### src/rtl/wb_commit_stage_pkg.sv
// Shared definitions for the LA32 writeback stage: op codes, access sizes and WB FSM states.
package wb_commit_stage_pkg;

    typedef enum logic [1:0] {
        WB_IDLE   = 2'd0,
        WB_WAIT   = 2'd1,
        WB_COMMIT = 2'd2
    } wb_state_e;

    localparam logic [1:0] ACCESS_SZ_BYTE = 2'd0;
    localparam logic [1:0] ACCESS_SZ_HALF = 2'd1;
    localparam logic [1:0] ACCESS_SZ_WORD = 2'd2;

    localparam logic [7:0] OP_ADD     = 8'h01;
    localparam logic [7:0] OP_BL      = 8'h02;
    localparam logic [7:0] OP_LD      = 8'h10;
    localparam logic [7:0] OP_LDU     = 8'h11;
    localparam logic [7:0] OP_LL      = 8'h12;
    localparam logic [7:0] OP_RDCNTVL = 8'h20;
    localparam logic [7:0] OP_RDCNTVH = 8'h21;
    localparam logic [7:0] OP_RDCNTID = 8'h22;

    function automatic logic is_load(input logic [7:0] op);
        return (op == OP_LD) || (op == OP_LDU) || (op == OP_LL);
    endfunction

endpackage

### src/rtl/wb_commit_stage_load_extract.sv
// Combinational sub-word load lane extraction with sign or zero extension.
module wb_commit_stage_load_extract
    import wb_commit_stage_pkg::*;
#(
    parameter int DATA_W = 32
) (
    input  logic [DATA_W-1:0]            rdata,
    input  logic [$clog2(DATA_W/8)-1:0]  addr_lo,
    input  logic [1:0]                   sz,
    input  logic                         sext,
    output logic [DATA_W-1:0]            data
);
    localparam int AL_W = $clog2(DATA_W/8);
    // Halfword lanes are naturally aligned, so the lowest offset bit is dropped.
    localparam logic [AL_W-1:0] HALF_MASK = ~AL_W'(1);

    logic [AL_W+2:0] byte_sh_s;
    logic [AL_W+2:0] half_sh_s;
    logic [7:0]      byte_lane_s;
    logic [15:0]     half_lane_s;

    assign byte_sh_s   = {addr_lo, 3'b000};
    assign half_sh_s   = {addr_lo & HALF_MASK, 3'b000};
    assign byte_lane_s = 8'(rdata >> byte_sh_s);
    assign half_lane_s = 16'(rdata >> half_sh_s);

    // Select the lane by access size and extend it to the full data width
    always_comb begin
        data = rdata;
        case (sz)
            ACCESS_SZ_BYTE: begin
                if (sext) begin
                    data = DATA_W'($signed(byte_lane_s));
                end else begin
                    data = DATA_W'(byte_lane_s);
                end
            end
            ACCESS_SZ_HALF: begin
                if (sext) begin
                    data = DATA_W'($signed(half_lane_s));
                end else begin
                    data = DATA_W'(half_lane_s);
                end
            end
            default: data = rdata;
        endcase
    end

endmodule

### src/rtl/wb_commit_stage.sv
// LA32 writeback stage: holds one MEM->WB entry, waits for late load data, owns the stable counter.
// Optional commit trace ports are enabled by defining WB_DEBUG_TRACE_EN.
module wb_commit_stage
    import wb_commit_stage_pkg::*;
#(
    parameter int DATA_W = 32,
    parameter int REG_AW = 5,
    parameter int OP_W   = 8,
    parameter int CNT_W  = 64,
    parameter int RA_REG = 1
) (
    input  logic                         clk,
    input  logic                         reset,
    input  logic                         mem_valid,
    output logic                         wb_allowin,
    input  logic [OP_W-1:0]              mem_op,
    input  logic                         mem_rf_we,
    input  logic [REG_AW-1:0]            mem_reg_d,
    input  logic [DATA_W-1:0]            mem_exe_out,
    input  logic [1:0]                   mem_sz,
    input  logic [$clog2(DATA_W/8)-1:0]  mem_addr_lo,
    input  logic [31:0]                  mem_pc,
    input  logic                         data_ok,
    input  logic [DATA_W-1:0]            rdata,
    input  logic [31:0]                  csr_tid,
    input  logic                         wb_flush,
    output logic                         rf_we,
    output logic [REG_AW-1:0]            rf_waddr,
    output logic [DATA_W-1:0]            rf_wdata,
    output logic                         fwd_valid,
    output logic                         fwd_busy
`ifdef WB_DEBUG_TRACE_EN
    ,
    output logic [31:0]                  debug_wb_pc,
    output logic [3:0]                   debug_wb_rf_we,
    output logic [REG_AW-1:0]            debug_wb_rf_wnum,
    output logic [DATA_W-1:0]            debug_wb_rf_wdata
`endif
);
    localparam int AL_W = $clog2(DATA_W/8);

    wb_state_e           state_r;
    logic [CNT_W-1:0]    cnt_r;
    logic [OP_W-1:0]     ent_op_r;
    logic [1:0]          ent_sz_r;
    logic [AL_W-1:0]     ent_alo_r;
    logic                ent_live_r;
    logic                rf_we_r;
    logic [REG_AW-1:0]   rf_waddr_r;
    logic [DATA_W-1:0]   rf_wdata_r;
    logic                fwd_valid_r;
    logic                fwd_busy_r;

    logic                capture_s;
    logic [REG_AW-1:0]   cap_waddr_s;
    logic                cap_live_s;
    logic [DATA_W-1:0]   cap_data_s;
    logic [DATA_W-1:0]   late_data_s;
    logic [1:0]          ext_sz_s;
    logic [AL_W-1:0]     ext_alo_s;
    logic                ext_sext_s;
    logic [DATA_W-1:0]   ext_data_s;

    assign wb_allowin  = (state_r != WB_WAIT) && !wb_flush;
    assign capture_s   = mem_valid && wb_allowin;
    assign cap_waddr_s = (mem_op == OP_W'(OP_BL)) ? REG_AW'(RA_REG) : mem_reg_d;
    // Writes to r0 are dropped at capture so they never reach the regfile or forwarding bus.
    assign cap_live_s  = mem_rf_we && (cap_waddr_s != '0);
    assign late_data_s = (ent_op_r == OP_W'(OP_LL)) ? rdata : ext_data_s;

    // Extraction inputs come from the held entry while waiting, else from the incoming entry
    always_comb begin
        ext_sz_s   = mem_sz;
        ext_alo_s  = mem_addr_lo;
        ext_sext_s = (mem_op == OP_W'(OP_LD));
        if (state_r == WB_WAIT) begin
            ext_sz_s   = ent_sz_r;
            ext_alo_s  = ent_alo_r;
            ext_sext_s = (ent_op_r == OP_W'(OP_LD));
        end else begin
            ext_sz_s   = mem_sz;
            ext_alo_s  = mem_addr_lo;
            ext_sext_s = (mem_op == OP_W'(OP_LD));
        end
    end

    wb_commit_stage_load_extract #(
        .DATA_W (DATA_W)
    ) u_load_extract (
        .rdata   (rdata),
        .addr_lo (ext_alo_s),
        .sz      (ext_sz_s),
        .sext    (ext_sext_s),
        .data    (ext_data_s)
    );

    // Final writeback value for an entry that completes on its capture cycle
    always_comb begin
        cap_data_s = mem_exe_out;
        case (mem_op)
            OP_W'(OP_LD),
            OP_W'(OP_LDU):      cap_data_s = ext_data_s;
            OP_W'(OP_LL):       cap_data_s = rdata;
            OP_W'(OP_RDCNTVL):  cap_data_s = DATA_W'(cnt_r[31:0]);
            OP_W'(OP_RDCNTVH):  cap_data_s = DATA_W'(cnt_r[CNT_W-1:32]);
            OP_W'(OP_RDCNTID):  cap_data_s = DATA_W'(csr_tid);
            default:            cap_data_s = mem_exe_out;
        endcase
    end

`ifdef WB_DEBUG_TRACE_EN
    logic [31:0] ent_pc_r;
`else
    logic unused_pc_s;
    assign unused_pc_s = ^mem_pc;
`endif

    // FSM, entry capture, free-running counter and registered writeback outputs
    always_ff @(posedge clk) begin
        if (reset) begin
            state_r     <= WB_IDLE;
            cnt_r       <= '0;
            ent_op_r    <= '0;
            ent_sz_r    <= 2'd0;
            ent_alo_r   <= '0;
            ent_live_r  <= 1'b0;
            rf_we_r     <= 1'b0;
            rf_waddr_r  <= '0;
            rf_wdata_r  <= '0;
            fwd_valid_r <= 1'b0;
            fwd_busy_r  <= 1'b0;
`ifdef WB_DEBUG_TRACE_EN
            ent_pc_r    <= 32'd0;
`endif
        end else begin
            cnt_r <= cnt_r + CNT_W'(1);
            if (wb_flush) begin
                state_r     <= WB_IDLE;
                rf_we_r     <= 1'b0;
                fwd_valid_r <= 1'b0;
                fwd_busy_r  <= 1'b0;
            end else if (capture_s) begin
                ent_op_r    <= mem_op;
                ent_sz_r    <= mem_sz;
                ent_alo_r   <= mem_addr_lo;
                ent_live_r  <= cap_live_s;
                rf_waddr_r  <= cap_waddr_s;
                fwd_valid_r <= cap_live_s;
`ifdef WB_DEBUG_TRACE_EN
                ent_pc_r    <= mem_pc;
`endif
                if (is_load(8'(mem_op)) && !data_ok) begin
                    state_r    <= WB_WAIT;
                    rf_we_r    <= 1'b0;
                    fwd_busy_r <= cap_live_s;
                end else begin
                    state_r    <= WB_COMMIT;
                    rf_wdata_r <= cap_data_s;
                    rf_we_r    <= cap_live_s;
                    fwd_busy_r <= 1'b0;
                end
            end else begin
                case (state_r)
                    WB_WAIT: begin
                        if (data_ok) begin
                            state_r    <= WB_COMMIT;
                            rf_wdata_r <= late_data_s;
                            rf_we_r    <= ent_live_r;
                            fwd_busy_r <= 1'b0;
                        end else begin
                            state_r    <= WB_WAIT;
                            rf_we_r    <= 1'b0;
                        end
                    end
                    default: begin
                        state_r     <= WB_IDLE;
                        rf_we_r     <= 1'b0;
                        fwd_valid_r <= 1'b0;
                        fwd_busy_r  <= 1'b0;
                    end
                endcase
            end
        end
    end

    assign rf_we     = rf_we_r;
    assign rf_waddr  = rf_waddr_r;
    assign rf_wdata  = rf_wdata_r;
    assign fwd_valid = fwd_valid_r;
    assign fwd_busy  = fwd_busy_r;

`ifdef WB_DEBUG_TRACE_EN
    assign debug_wb_pc       = ent_pc_r;
    assign debug_wb_rf_we    = {4{rf_we_r}};
    assign debug_wb_rf_wnum  = rf_waddr_r;
    assign debug_wb_rf_wdata = rf_wdata_r;
`endif

endmodule
### config.mk
export PLATFORM = sky130hd
export DESIGN_NAME = wb_commit_stage
export DESIGN_NICKNAME = d
export VERILOG_FILES = /design/src/rtl/wb_commit_stage_pkg.sv /design/src/rtl/wb_commit_stage_load_extract.sv /design/src/rtl/wb_commit_stage.sv
export SDC_FILE = /design/constraint.sdc
export NUM_CORES = 1
export LEC_CHECK = 0
export CORE_MARGIN = 1
export CORE_UTILIZATION = 45
export DETAILED_ROUTE_END_ITERATION = 10
export PLACE_DENSITY = 0.83
export SYNTH_ARGS = -nofsm -noshare
export SYNTH_HDL_FRONTEND = slang
export SYNTH_SLANG_ARGS = --single-unit
### constraint.sdc
create_clock -name clk -period 4.05 [get_ports clk]
set_input_delay 1.215 -clock clk [delete_from_list [all_inputs] [get_ports clk]]
set_output_delay 1.215 -clock clk [all_outputs]
set_load 0.03 [all_outputs]
# [Yosys cells after proc, flatten, opt, wreduce, memory -nomap -nowiden]
# Cells that the tools add are included.
[totals] input_bits=151 reg_bits=119 word_cells=73 output_inout_bits=41
[classes] n_reduce_logical=16 eq_ne=15 shift=2 n_bitwise=1 muxes=27 addsub=1
[ops] cell="2-to-1 mux 32 bit" count=7
[ops] cell="case mux 32 bit (5 select lines)" count=1
[ops] cell="adder 64 x 1 -> 64 bit (second input constant)" count=1
[ops] cell="case mux 32 bit (2 select lines)" count=1
[ops] cell="== test 8 x 5 -> 1 bit (second input constant)" count=5
[ops] cell=">> shifter 32 x 5 -> 16 bit" count=1
[ops] cell=">> shifter 32 x 5 -> 8 bit" count=1
[ops] cell="== test 8 x 6 -> 1 bit (second input constant)" count=3
[ops] cell="2-to-1 mux 2 bit" count=6
[ops] cell="2-to-1 mux 1 bit" count=11
[ops] cell="== test 8 x 2 -> 1 bit (second input constant)" count=1
[ops] cell="2-to-1 mux 5 bit" count=1
[ops] cell="nonzero test 5 bit" count=1
[ops] cell="== test 2 x 1 -> 1 bit (second input constant)" count=2
[ops] cell="logical AND 1 bit" count=4
[ops] cell="inequality test 2 bit (second input constant)" count=2
[ops] cell="AND reduction 4 bit" count=1
[ops] cell="nonzero test 2 bit" count=2
[ops] cell="OR reduction 2 bit" count=2
[ops] cell="inequality test 3 bit (second input constant)" count=1
[ops] cell="zero test 1 bit" count=2
[ops] cell="zero test 2 bit" count=1
[ops] cell="logical OR 1 bit" count=2
[ops] cell="inequality test 2 x 1 -> 1 bit (second input constant)" count=1
[ops] cell="other kinds (2)" count=2

# [Logic depth before layout (Yosys ltp)]
[depth] ltp_word=9 ltp_mapped=8 ltp_nobuf=6

# [Hierarchy]
# Synthesis repeated with hierarchy kept, for this count alone.
[unflattened] cells_unflattened=965 hier_area_um2=7713.6
[modules_own_cells] mod="wb_commit_stage" n_inst=1 area_per_inst_um2=7006.7 cells_per_inst=872 seq_area_each_um2=2382.3
[modules_own_cells] mod="wb_commit_stage_load_extract" n_inst=1 area_per_inst_um2=706.9 cells_per_inst=93 seq_area_each_um2=0.0

# [Worst setup path before layout]
# Ideal clock, no wire load.
[synth_timing] path_type="input -> output" startpoint="input port wb_flush" endpoint="output port wb_allowin" n_path_buf=1 required_ns=2.835 setup_slack_ns=1.002 arrival_ns=1.833 cell_stages=2 cell_sequence="clkbuf_1 nor2_1"
[synth_between] elab_chain_cells=2
[synth_rtl] element="from (decl)" line_no="wb_commit_stage.sv:26" text="input logic wb_flush,"
[synth_rtl] element="zero test 1 bit" line_no="wb_commit_stage.sv:64" text="assign wb_allowin = (state_r != WB_WAIT) && !wb_flush;"
[synth_rtl] element="logical AND 1 bit" line_no="wb_commit_stage.sv:64"
[synth_rtl] element="to (decl)" line_no="wb_commit_stage.sv:15" text="output logic wb_allowin,"
# Every way passes these cells.

# [Worst setup path in the final report]
# Ends and elaborated chain as after synthesis.

==> summary.md <==
| Metric | Value |
|---|---|
| Initial DRC count | `995` |
| Nets | `1171` |
| Hold buffers post-CTS | `0` |
| CP Launch Type | `primary input` |
| Die area | `16480 um^2` |
| WHS Path Cells | `2` |
| Element type at the critical path end | `output pin` |
| Pin count of the biggest net entering global routing | `91` |
| Bufs and invs on worst path | `2` |
| Status | `finished, final reports clean` |
| Fin crit period | `3631 ps` |
| RSZ-0062 raised after global routing | `no` |
| Global-route wire length before repair | `39530 um` |
| Layout cells sized above 1 | `0.08236` |
| HPWL reported at the end of detailed placement | `17720 um` |
| Crit path cell chain | `clkdlybuf4s50_1, nor2_1, clkdlybuf4s50_1` |
| Post-placement cell count | `1211` |
| Clock Sinks | `119` |
| Vias per cell | `6.479` |
| Most frequent cells in the layout | `157 x clkdlybuf4s50_1, 119 x dfxtp_1, 76 x nor2_1, 64 x nand2_1, 59 x o21ai_0` |
| Delay-heaviest family, CP | `buffers and inverters` |
| Final hold violations | `0` |
| P_leak | `3.190 nW` |
| Worst R2R Setup Slack | `1290 ps` |
| Clock root buffer | `clkbuf_16` |
| Total gr overflow | `0` |
| F_max | `275.4 MHz` |
| Final clock skew | `9.722 ps` |
| Avg Cell Area, Syn | `8.193 um^2` |
| Ant. Diodes | `0` |
| Drt wl/cell | `20.28 um` |
| Ys Warns | `0` |
| IO Count | `192` |
| Mapped Cells | `877` |
| CORE AREA | `15370 um^2` |
| CP required | `2830 ps` |
| Worst-path fanout max | `2` |
| Slew Limit Fails | `0` |
| Row count | `45` |
| Actual slew at the worst max-slew pin | `964.9 ps` |
| Crit-path slowest cell | `clkdlybuf4s50_1` |
| Mapped Area | `7186 um^2` |
| Post-synth ARST share | `0` |
| Worst Reg-to-Reg Cells | `6` |
| Setup TNS | `0 ps` |
| Hold path endpoint | `ent_op_r[7]$_SDFFE_PP0P_` |
| Fin cells | `1243` |
| Peak supply drop | `0.2938 mV` |
| Reg2Reg Launch Point | `cnt_r[9]$_SDFF_PP0_` |
| Total of max-cap violations | `0` |
| Number of I/O port buffers | `159` |
| EDFF count, synth | `0` |
| Later-pin clock latency in the skew report | `430 ps` |
| Area post-placement | `9046 um^2` |
| CTS Buffer Depth | `2` |
| Yosys top cell area share | `0.3315` |
| Area contributors post-synth | `dfxtp_1 33%, o221ai_1 5.7%, mux2i_1 5.6%` |
| First drt pass iteration count | `6` |
| Height of the die | `128.4 um` |
| Rel. slew slack | `0.3567` |
| CP arrival | `2420 ps` |
| Die X | `128.4 um` |
| CTS buffer count | `17` |
| Routability congestion estimate | `0.9666` |
| H-Tree Level Count | `4` |
| Initial core utilization | `0.4675` |
| Final ANT Viol Nets | `0` |
| Post-synthesis sequential area ratio | `0.3315` |
| Crit path kind | `primary input to output pin` |
| Mapped Nets | `1029` |
| TritonCTS clock tree | `yes` |
| Vias in the first global route | `7604` |
| Vias | `8054` |
| Crit path top cell by count | `clkdlybuf4s50_1` |
| Yosys cell types | `65` |
| Setup bufs post-CTS | `0` |
| Commonest non-fill, non-tap cell in the layout | `clkdlybuf4s50_1` |
| Hold Startpoint | `ent_op_r[7]$_SDFFE_PP0P_` |
| DRC Markers | `0` |
| Fin area | `9643 um^2` |
| Hold Crit Class | `flop to flop` |
| Main synth FF type | `dfxtp_1` |
| Final WL | `25200 um` |
| Period utilization | `0.8966` |
| RR Endpoint | `cnt_r[36]$_SDFF_PP0_` |
| Final setup vio count | `0` |
| Yosys top cell by area | `dfxtp_1` |
| Largest stage delay, worst path | `670 ps` |
| WHS | `458.0 ps` |
| CTS clk-pin slew, worst paths | `50 ps` |
| PostCTS Resize Cnt | `0` |
| Synthesized flop and latch total | `119` |
| Initial antenna violation count | `0` |
| Power density over the cells | `332.9 nW/um^2` |
| Total GRT Usage | `0.3092` |
| Area Growth Syn to Fin | `34.20%` |
worst max-delay path by stage:
stage                    from                         to  slack [ps]  cells after the start
floorplan            wb_flush                 wb_allowin        1000                      2
global placement    mem_op[4]   rf_wdata[3]$_SDFFE_PP0P_         360                      7
detailed placement  mem_op[4]  rf_wdata[26]$_SDFFE_PP0P_         310                      8
CTS                  wb_flush                 wb_allowin         410                      3
global route         wb_flush                 wb_allowin         390                      3
finish               wb_flush                 wb_allowin         420                      3
logic make-up after synthesis:
family                     Yosys count  share of synthesized area
AOI/OAI and AO/OA                  297                     0.2946
muxes                               44                    0.06199
xor gates and xnor gates            45                    0.05485
and+or+nand+nor                    291                     0.2110
DFF                                119                     0.3315
adders and majority gates            1                   0.001741
buffers and inverters               80                    0.04423
Yosys cell counts, drive strengths merged (18+ instances only):
cell	number
o221ai	47
nor3	18
xnor2	30
nor4	20
a21oi	54
or3	22
mux2i	40
clkbuf	50
nor2	78
nand2	64
a22oi	36
nand3	35
o21ai	62
dfxtp	119
per-layer routing:
metal,GRT usage,part of all wire,vias to the layer above
li1,-,-,3671
met1,0.4010,0.40,3756
met2,0.4859,0.44,540
met3,0.06611,0.11,87
met4,0.1557,0.040,0
met5,0,0,-
state kept, by name, indices dropped and copies added, names as in the netlist:
name / count
ent_alo_r: 2
state_r: 2
rf_waddr: 5
cnt_r: 64
ent_live_r: 1
ent_op_r: 8
rf_we: 1
fwd_valid: 1
fwd_busy: 1
ent_sz_r: 2
rf_wdata: 32
worst reg2reg max path: cells and delay by family (launching register included):
kind / cells / cell delay, ps
compound gates: 1 / 150
flops: 1 / 460
simple gates: 5 / 2080
layout make-up:
class	instances	area, um^2
multi-input cells	678	4511
clock inverters	11	146.4
inverters	16	60.06
well taps	211	264.0
clock buffers	21	450.4
repair buffers	187	1829
fillers	1320	5728
flip-flops and latches	119	2382
through the flow:
step,worst slack (ps),total power [W],utilization
2_1_floorplan,1002,0.001434,-
4_1_cts,408.9,0.003210,0.6274
3_5_place_dp,313.4,0.001677,0.5885
5_1_grt,387.3,0.003301,0.6274
6_report,418.9,0.003210,0.6274
3_3_place_gp,356.0,0.001672,0.5885
power breakdown:
group	switching, W	internal (W)
Combinational	0.000233	0.000210
Sequential	0.0000224	0.00120
Clock	0.000560	0.000985
Total	0.000816	0.00239
No activity file was read; power rests on OpenSTA's default activity.
